$ cat src/rtl/layer_train_sequencer_pkg.sv
// Shared types and widths for the layer training sequencer.
package layer_train_sequencer_pkg;

    // Fixed-point element types used by the neuron layer (unsigned, 0..1 range).
    typedef logic [7:0] zero2one_t;
    typedef logic [7:0] frac_t;

    localparam int SEQ_IDX_W   = 16;
    localparam int SEQ_EPOCH_W = 8;
    localparam int SEQ_PHASE_W = 8;

    typedef enum logic [2:0] {
        IDLE   = 3'd0,
        LOAD   = 3'd1,
        SETTLE = 3'd2,
        LEARN  = 3'd3,
        EMIT   = 3'd4,
        DONE   = 3'd5
    } seq_state_t;

endpackage

$ cat src/rtl/layer_train_sequencer_if.sv
// Sample, result and layer-side bundle between the sequencer and its environment.
//
// Handshake rule for both streams (s_* and r_*): a transfer happens on the rising
// clock edge where valid and ready are both 1. The producer holds valid and its
// payload stable until that edge; ready may change freely and never depends
// combinationally on valid. layer_valid/layer_learn are plain strobes, no ready.
interface layer_train_sequencer_if
    import layer_train_sequencer_pkg::*;
#(
    parameter int N = 16,
    parameter int M = 48
);
    // sample stream (environment -> sequencer)
    logic                  s_valid;
    logic                  s_ready;
    zero2one_t [N-1:0]     s_in;
    zero2one_t [M-1:0]     s_expected;

    // layer drive and response
    logic                  layer_valid;
    logic                  layer_learn;
    zero2one_t [N-1:0]     layer_in;
    zero2one_t [M-1:0]     layer_expected_out;
    zero2one_t [M-1:0]     layer_out;

    // result stream (sequencer -> environment)
    logic                  r_valid;
    logic                  r_ready;
    zero2one_t [M-1:0]     r_out;

    modport master (
        input  s_valid, s_in, s_expected, layer_out, r_ready,
        output s_ready, layer_valid, layer_learn, layer_in, layer_expected_out,
               r_valid, r_out
    );

    modport slave (
        output s_valid, s_in, s_expected, layer_out, r_ready,
        input  s_ready, layer_valid, layer_learn, layer_in, layer_expected_out,
               r_valid, r_out
    );

endinterface

$ cat src/rtl/layer_train_sequencer_seq_phase_counter.sv
// Loadable down-counter timing the SETTLE and LEARN phases.
// Load with (cycles - 1); o_terminal is high during the last cycle of the phase.
module layer_train_sequencer_seq_phase_counter
    import layer_train_sequencer_pkg::*;
#(
    parameter int W = SEQ_PHASE_W
) (
    input  logic         clock,
    input  logic         reset_n,
    input  logic         i_load,
    input  logic [W-1:0] i_load_val,
    input  logic         i_en,
    output logic         o_terminal
);

    logic [W-1:0] r_count;

    // Load has priority; counting stops at zero so an idle counter never wraps.
    always_ff @(posedge clock or negedge reset_n) begin
        if (!reset_n) begin
            r_count <= '0;
        end else if (i_load) begin
            r_count <= i_load_val;
        end else if (i_en && (r_count != '0)) begin
            r_count <= r_count - W'(1);
        end
    end

    assign o_terminal = (r_count == '0);

endmodule

$ cat src/rtl/layer_train_sequencer.sv
// Sequences one learning layer through infer/train passes over samples x epochs.
// All outputs are flops; strobes are decoded from the next state so they line
// up exactly with the state they belong to.
module layer_train_sequencer
    import layer_train_sequencer_pkg::*;
#(
    parameter int N             = 16,
    parameter int M             = 48,
    parameter int SETTLE_CYCLES = 2,
    parameter int LEARN_CYCLES  = 1
) (
    input  logic                   clock,
    input  logic                   reset_n,
    input  logic                   start,
    input  logic                   abort,
    input  logic                   mode_learn,
    input  logic [SEQ_IDX_W-1:0]   num_samples,
    input  logic [SEQ_EPOCH_W-1:0] num_epochs,
    layer_train_sequencer_if.master bus,
    output logic                   busy,
    output logic                   done,
    output logic [SEQ_IDX_W-1:0]   sample_idx,
    output logic [SEQ_EPOCH_W-1:0] epoch_idx,
    output seq_state_t             dbg_state
);

    localparam logic [SEQ_PHASE_W-1:0] SETTLE_PRELOAD = SEQ_PHASE_W'(SETTLE_CYCLES - 1);
    localparam logic [SEQ_PHASE_W-1:0] LEARN_PRELOAD  = SEQ_PHASE_W'(LEARN_CYCLES - 1);

    seq_state_t             r_state;
    logic                   r_mode_learn;
    logic [SEQ_IDX_W-1:0]   r_num_samples;
    logic [SEQ_EPOCH_W-1:0] r_num_epochs;
    logic [SEQ_IDX_W-1:0]   r_sample_idx;
    logic [SEQ_EPOCH_W-1:0] r_epoch_idx;
    zero2one_t [N-1:0]      r_layer_in;
    zero2one_t [M-1:0]      r_layer_exp;
    zero2one_t [M-1:0]      r_result;
    logic                   r_s_ready;
    logic                   r_layer_valid;
    logic                   r_layer_learn;
    logic                   r_res_valid;
    logic                   r_busy;
    logic                   r_done;

    seq_state_t             w_next;
    logic                   w_abort;
    logic                   w_accept;
    logic                   w_emit_fire;
    logic                   w_last_sample;
    logic                   w_last_epoch;
    logic                   w_capture;
    logic                   w_cnt_load;
    logic [SEQ_PHASE_W-1:0] w_cnt_load_val;
    logic                   w_cnt_en;
    logic                   w_cnt_term;

    layer_train_sequencer_seq_phase_counter #(
        .W (SEQ_PHASE_W)
    ) u_seq_phase_counter (
        .clock      (clock),
        .reset_n    (reset_n),
        .i_load     (w_cnt_load),
        .i_load_val (w_cnt_load_val),
        .i_en       (w_cnt_en),
        .o_terminal (w_cnt_term)
    );

    // Next-state, handshake qualification and phase-counter control.
    always_comb begin
        w_abort        = abort && (r_state != IDLE);
        w_accept       = (r_state == LOAD) && r_s_ready && bus.s_valid && !w_abort;
        w_emit_fire    = (r_state == EMIT) && r_res_valid && bus.r_ready && !w_abort;
        w_last_sample  = (r_sample_idx == r_num_samples - SEQ_IDX_W'(1));
        w_last_epoch   = (r_epoch_idx == r_num_epochs - SEQ_EPOCH_W'(1));
        w_capture      = (r_state == SETTLE) && w_cnt_term && !w_abort;
        w_cnt_load     = 1'b0;
        w_cnt_load_val = SETTLE_PRELOAD;
        w_cnt_en       = (r_state == SETTLE) || (r_state == LEARN);
        w_next         = r_state;

        case (r_state)
            IDLE: begin
                if (start) begin
                    if ((num_samples == '0) || (num_epochs == '0)) w_next = DONE;
                    else                                           w_next = LOAD;
                end
            end
            LOAD: begin
                if (w_accept) begin
                    w_next         = SETTLE;
                    w_cnt_load     = 1'b1;
                    w_cnt_load_val = SETTLE_PRELOAD;
                end
            end
            SETTLE: begin
                if (w_cnt_term) begin
                    if (r_mode_learn) begin
                        w_next         = LEARN;
                        w_cnt_load     = 1'b1;
                        w_cnt_load_val = LEARN_PRELOAD;
                    end else begin
                        w_next = EMIT;
                    end
                end
            end
            LEARN: begin
                if (w_cnt_term) w_next = EMIT;
            end
            EMIT: begin
                if (w_emit_fire) begin
                    if (w_last_sample && w_last_epoch) w_next = DONE;
                    else                               w_next = LOAD;
                end
            end
            DONE:    w_next = IDLE;
            default: w_next = IDLE;
        endcase

        // abort beats every handshake; start in IDLE is unaffected by it
        if (w_abort) w_next = IDLE;
    end

    // State, registered strobes, run configuration, indices and data holding regs.
    always_ff @(posedge clock or negedge reset_n) begin
        if (!reset_n) begin
            r_state       <= IDLE;
            r_mode_learn  <= 1'b0;
            r_num_samples <= '0;
            r_num_epochs  <= '0;
            r_sample_idx  <= '0;
            r_epoch_idx   <= '0;
            r_layer_in    <= '0;
            r_layer_exp   <= '0;
            r_result      <= '0;
            r_s_ready     <= 1'b0;
            r_layer_valid <= 1'b0;
            r_layer_learn <= 1'b0;
            r_res_valid   <= 1'b0;
            r_busy        <= 1'b0;
            r_done        <= 1'b0;
        end else begin
            r_state       <= w_next;
            r_s_ready     <= (w_next == LOAD);
            r_layer_valid <= (w_next == SETTLE) || (w_next == LEARN);
            r_layer_learn <= (w_next == LEARN);
            r_res_valid   <= (w_next == EMIT);
            r_busy        <= (w_next != IDLE);
            r_done        <= (w_next == DONE);

            if ((r_state == IDLE) && start) begin
                r_mode_learn  <= mode_learn;
                r_num_samples <= num_samples;
                r_num_epochs  <= num_epochs;
                r_sample_idx  <= '0;
                r_epoch_idx   <= '0;
            end

            if (w_accept) begin
                r_layer_in  <= bus.s_in;
                r_layer_exp <= bus.s_expected;
            end

            if (w_capture) begin
                r_result <= bus.layer_out;
            end

            if (w_emit_fire && !(w_last_sample && w_last_epoch)) begin
                if (w_last_sample) begin
                    r_sample_idx <= '0;
                    r_epoch_idx  <= r_epoch_idx + SEQ_EPOCH_W'(1);
                end else begin
                    r_sample_idx <= r_sample_idx + SEQ_IDX_W'(1);
                end
            end
        end
    end

    assign bus.s_ready            = r_s_ready;
    assign bus.layer_valid        = r_layer_valid;
    assign bus.layer_learn        = r_layer_learn;
    assign bus.layer_in           = r_layer_in;
    assign bus.layer_expected_out = r_layer_exp;
    assign bus.r_valid            = r_res_valid;
    assign bus.r_out              = r_result;
    assign busy                   = r_busy;
    assign done                   = r_done;
    assign sample_idx             = r_sample_idx;
    assign epoch_idx              = r_epoch_idx;
    assign dbg_state              = r_state;

endmodule

$ cat src/flat_wrapper.sv
// flat-port wrapper written by rule: the top's interface ports become plain ports
module layer_train_sequencer_flat import layer_train_sequencer_pkg::*;
#(
    parameter int N             = 16,
    parameter int M             = 48,
    parameter int SETTLE_CYCLES = 2,
    parameter int LEARN_CYCLES  = 1
)
  (clock, reset_n, start, abort, mode_learn, num_samples, num_epochs, busy, done, sample_idx, epoch_idx, dbg_state, bus_s_valid, bus_s_in, bus_s_expected, bus_layer_out, bus_r_ready, bus_s_ready, bus_layer_valid, bus_layer_learn, bus_layer_in, bus_layer_expected_out, bus_r_valid, bus_r_out);
  layer_train_sequencer_if #(.N(N), .M(M)) bus_i ();
  input  logic clock;
  input  logic reset_n;
  input  logic start;
  input  logic abort;
  input  logic mode_learn;
  input  logic [SEQ_IDX_W-1:0] num_samples;
  input  logic [SEQ_EPOCH_W-1:0] num_epochs;
  output logic busy;
  output logic done;
  output logic [SEQ_IDX_W-1:0] sample_idx;
  output logic [SEQ_EPOCH_W-1:0] epoch_idx;
  output seq_state_t dbg_state;
  input wire logic [$bits(bus_i.s_valid)-1:0] bus_s_valid;
  input wire logic [$bits(bus_i.s_in)-1:0] bus_s_in;
  input wire logic [$bits(bus_i.s_expected)-1:0] bus_s_expected;
  input wire logic [$bits(bus_i.layer_out)-1:0] bus_layer_out;
  input wire logic [$bits(bus_i.r_ready)-1:0] bus_r_ready;
  output wire logic [$bits(bus_i.s_ready)-1:0] bus_s_ready;
  output wire logic [$bits(bus_i.layer_valid)-1:0] bus_layer_valid;
  output wire logic [$bits(bus_i.layer_learn)-1:0] bus_layer_learn;
  output wire logic [$bits(bus_i.layer_in)-1:0] bus_layer_in;
  output wire logic [$bits(bus_i.layer_expected_out)-1:0] bus_layer_expected_out;
  output wire logic [$bits(bus_i.r_valid)-1:0] bus_r_valid;
  output wire logic [$bits(bus_i.r_out)-1:0] bus_r_out;
  assign bus_i.s_valid = bus_s_valid;
  assign bus_i.s_in = bus_s_in;
  assign bus_i.s_expected = bus_s_expected;
  assign bus_i.layer_out = bus_layer_out;
  assign bus_i.r_ready = bus_r_ready;
  assign bus_s_ready = bus_i.s_ready;
  assign bus_layer_valid = bus_i.layer_valid;
  assign bus_layer_learn = bus_i.layer_learn;
  assign bus_layer_in = bus_i.layer_in;
  assign bus_layer_expected_out = bus_i.layer_expected_out;
  assign bus_r_valid = bus_i.r_valid;
  assign bus_r_out = bus_i.r_out;
  layer_train_sequencer #(.N(N), .M(M), .SETTLE_CYCLES(SETTLE_CYCLES), .LEARN_CYCLES(LEARN_CYCLES)) u_core (.clock(clock), .reset_n(reset_n), .start(start), .abort(abort), .mode_learn(mode_learn), .num_samples(num_samples), .num_epochs(num_epochs), .bus(bus_i), .busy(busy), .done(done), .sample_idx(sample_idx), .epoch_idx(epoch_idx), .dbg_state(dbg_state));
endmodule
$ cat config.mk
export PLATFORM = sky130hd
export DESIGN_NAME = layer_train_sequencer_flat
export DESIGN_NICKNAME = d
export VERILOG_FILES = /design/src/rtl/layer_train_sequencer_pkg.sv /design/src/rtl/layer_train_sequencer_if.sv /design/src/rtl/layer_train_sequencer_seq_phase_counter.sv /design/src/rtl/layer_train_sequencer.sv /design/src/flat_wrapper.sv
export SDC_FILE = /design/constraint.sdc
export NUM_CORES = 2
export LEC_CHECK = 0
export ABC_CLOCK_PERIOD_IN_PS = 9700
export BUFFER_PORTS_ARGS = -buffer_cell sky130_fd_sc_hd__clkbuf_2
export CAP_MARGIN = 30
export CORE_AREA = 2 2 724 726
export DETAILED_ROUTE_END_ITERATION = 10
export DIE_AREA = 0 0 726 728
export PLACE_DENSITY = 0.3
export SYNTH_ARGS = -nofsm -noshare
export SYNTH_HDL_FRONTEND = slang
export SYNTH_SLANG_ARGS = --single-unit
$ cat constraint.sdc
create_clock -name clock -period 9.7 [get_ports clock]
set_input_delay 1.94 -clock clock [delete_from_list [all_inputs] [get_ports clock]]
set_output_delay 1.94 -clock clock [all_outputs]
set_load 0.02 [all_outputs]
==> results_dict.tcl <==
set metrics [dict create \
    synth_commonest_cells "dfrtp_1 (962), mux2_2 (897), clkbuf_1 (112)" \
    fillerInstances 59600 \
    r2r-start "u_core.r_num_samples[0]$_DFFE_PN0P_" \
    die_area_um2 529000 \
    synth_top_area_frac 0.653 \
    syn-num-nets 3286 \
    synth_edf_count 0 \
    die_h_um 728 \
    worstSetupEndpointType "flip-flop" \
    dr.pass1.iters 5 \
    clkLatencyLatePin_ps 880 \
    grt_overflow 0 \
    synthFlopType "dfrtp_1" \
    timing.final.crit_share 0.437 \
    ant_nets 0 \
    cts_resized 0 \
    wl_per_cell_um 34.5 \
    postSynthCellCount 2354 \
    cts_sinks 962 \
    slew_headroom 0.302 \
    hold_path_class "flip-flop to flip-flop" \
    clk_path_buf_depth 4 \
    grt.total_usage 0.144 \
    cts_inserted_buffers 152 \
    fmax_mhz 236 \
    ys_seq_area_frac 0.653 \
    clk_pin_slew_ps 60 \
    status "completed" \
    ff2ff_path_depth 11 \
    grt_pass1_vias 31300 \
    start_util 0.0709 \
    leakage_nw 28.4 \
    cts-root-buf "clkbuf_16" \
    gp_congestion 1.01 \
    nNetsFinal 5202 \
    critPathLaunchType "flip-flop" \
    setup_viol 0 \
    core-area_um2 520000 \
    htree_levels 4 \
    syn_to_final_growth_pct 63.3 \
    fin_ws_ps 5460 \
    pre_cts_slack_ps 4660 \
    syn_avg_cell_area_um2 15.7 \
    cp-startpoint "u_core.r_num_samples[0]$_DFFE_PN0P_" \
    grt_max_degree 139 \
    finalPower_mw 19.8 \
    crit_type "flip-flop to flip-flop" \
    post_cts_buffers 0 \
    rsz0062_at_grt "false" \
    synth.most_common_cell "dfrtp_1" \
    cts_hold_buf 0 \
    io_buffer_count 1855 \
    max_cap_violations 0 \
    die_w_um 726 \
    drc 0 \
    avgViaCountPerCell 2.68 \
    synth_top_area_cell "dfrtp_1" \
    ys_ff_latch 962 \
    drive_above_1_share 0.696 \
    ir_drop_mv 0.140 \
    path_max_fanout 33 \
    hold_viol_final 0 \
    num_vias 30500 \
    grt_antenna_before_repair 344 \
    cp.arrival_ps 5010 \
    tns_ps 0 \
    drt_iter0_markers 1485 \
    fin_hold_ws_ps 491 \
    grt_pass1_wl_um 468000 \
    worstSetupEndpoint "u_core.sample_idx[0]$_DFFE_PN0P_" \
    routed_wl_um 393000 \
    critPathRequiredTime_ps 10470 \
    ys_types 57 \
    power-per-cell-area_nw_per_um2 329 \
    yosysWarnings 0 \
    r2r_end "u_core.sample_idx[0]$_DFFE_PN0P_" \
    pin_count 1856 \
    skew_ps 55.7 \
    syn_area_um2 36900 \
    maxSlewViolCount 0 \
    cts_tree "built" \
    worst_slew_pin_slew_ps 1050 \
    final_util 0.116 \
    dp_hpwl_um 348000 \
    async_flop_share 1.00 \
    std_cell_rows 265 \
    reg2reg_slack_ps 5460 \
    post-route-min-period_ps 4240 \
    synthTopCellsByArea "dfrtp_1 (65%), mux2_2 (27%), clkbuf_1 (1.1%), nand2_1 (0.91%), nor2_1 (0.44%)" \
]
[layout make-up]
cell class,instances,area (um^2),share of cell area
sequential,962,24100,0.400
multi-input combinational,1256,12300,0.204
timing repair buffer,1885,9670,0.161
tap,6942,8690,0.144
clock buffer,208,4380,0.0727
clock inverter,61,906,0.0150
antenna,62,155,0.00258
inverter,13,48.8,0.000811
[metal layers]
metal  global-route usage  vias to the layer above  share of wire  wire length, um
met1                0.179                    15600           0.42           166000
met3               0.0779                      637           0.12            49100
met4               0.0361                       66          0.031            12100
met2                0.214                     1885           0.42           166000
li1                     -                    12300              -                -
met5                    0                        -         0.0010              409
[how the worst min path moves through the flow]
stage | start | to | slack (ps) | cells after the start
global placement | u_core.r_mode_learn$_DFFE_PN0P_ | u_core.r_mode_learn$_DFFE_PN0P_ | 480 | 2
global route | u_core.bus.r_out[132]$_DFFE_PN0P_ | u_core.bus.r_out[132]$_DFFE_PN0P_ | 510 | 1
CTS | u_core.r_mode_learn$_DFFE_PN0P_ | u_core.r_mode_learn$_DFFE_PN0P_ | 490 | 2
detailed placement | u_core.r_mode_learn$_DFFE_PN0P_ | u_core.r_mode_learn$_DFFE_PN0P_ | 480 | 2
floorplan | u_core.r_mode_learn$_DFFE_PN0P_ | u_core.r_mode_learn$_DFFE_PN0P_ | 450 | 2
finish | u_core.r_mode_learn$_DFFE_PN0P_ | u_core.r_mode_learn$_DFFE_PN0P_ | 490 | 2
[registers in the layout, indices dropped and copies added (netlist names)]
signal and flops:
u_core.dbg_state 3, u_core.sample_idx 16, u_core.r_mode_learn 1, u_core.done 1, u_core.r_num_epochs 8, u_core.epoch_idx 8
u_core.bus.layer_in 128, u_core.bus.r_valid 1, u_core.bus.layer_valid 1, u_core.bus.s_ready 1, u_core.r_num_samples 16, u_core.bus.layer_learn 1
u_core.busy 1, u_core.bus.layer_expected_out 384, u_core.bus.r_out 384, u_core.u_seq_phase_counter.r_count 8
[kinds of logic after synthesis]
kind of cell | after synthesis | synth area share
multiplexers | 902 | 0.275
AND/OR/NAND/NOR | 251 | 0.0348
flip-flops | 962 | 0.653
adder cells (fa/ha/maj) | 5 | 0.00170
buffers and inverters | 136 | 0.0140
AO/OA/AOI/OAI | 63 | 0.0126
XOR/XNOR | 35 | 0.00832
[critical path: stages (launching register included)]
cell and delay, ps:
dfrtp_1 420, inv_1 100, ha_1 400, or4b_4 590, o32ai_1 370, nand4_1 160, nor3_1 240, and4bb_1 400
a21oi_2 90, buf_4 260, nor3_2 820, mux2_2 300
[through the flow]
| step | instance area [um^2] | std cells |
|---|---|---|
| after floorplan | 36900 | 2354 |
| after global placement | 54700 | 11100 |
| after detailed placement | 54700 | 11100 |
| after CTS | 60000 | 11300 |
| after global routing | 60100 | 11400 |
| final | 60200 | 11400 |
[cell usage in the layout (no fill, tap or decap), types with 11 or more instances in the layout]
master,synthesis,final
nor2_1,43,43
clkbuf_16,0,153
clkbuf_2,1,1854
clkbuf_8,0,34
nand2_1,89,88
bufinv_16,0,15
nor3_1,14,13
and3_1,14,14
clkbuf_1,112,21
nand3_1,20,20
o21ai_0,21,21
xnor2_1,18,18
buf_12,0,11
dfrtp_1,962,962
clkinv_2,0,24
inv_1,13,13
buf_4,0,18
mux2_2,897,897
diode_2,0,62
xor2_1,17,17
nor4_1,12,12
[power breakdown]
| group | internal [mW] | switching, mW | total, mW |
|---|---|---|---|
| sequential | 5.38 | 0.959 | 6.34 |
| clock | 3.58 | 2.43 | 6.01 |
| combinational | 2.19 | 5.26 | 7.46 |
| total | 11.2 | 8.65 | 19.8 |
No activity file was read; power rests on OpenSTA's default activity.
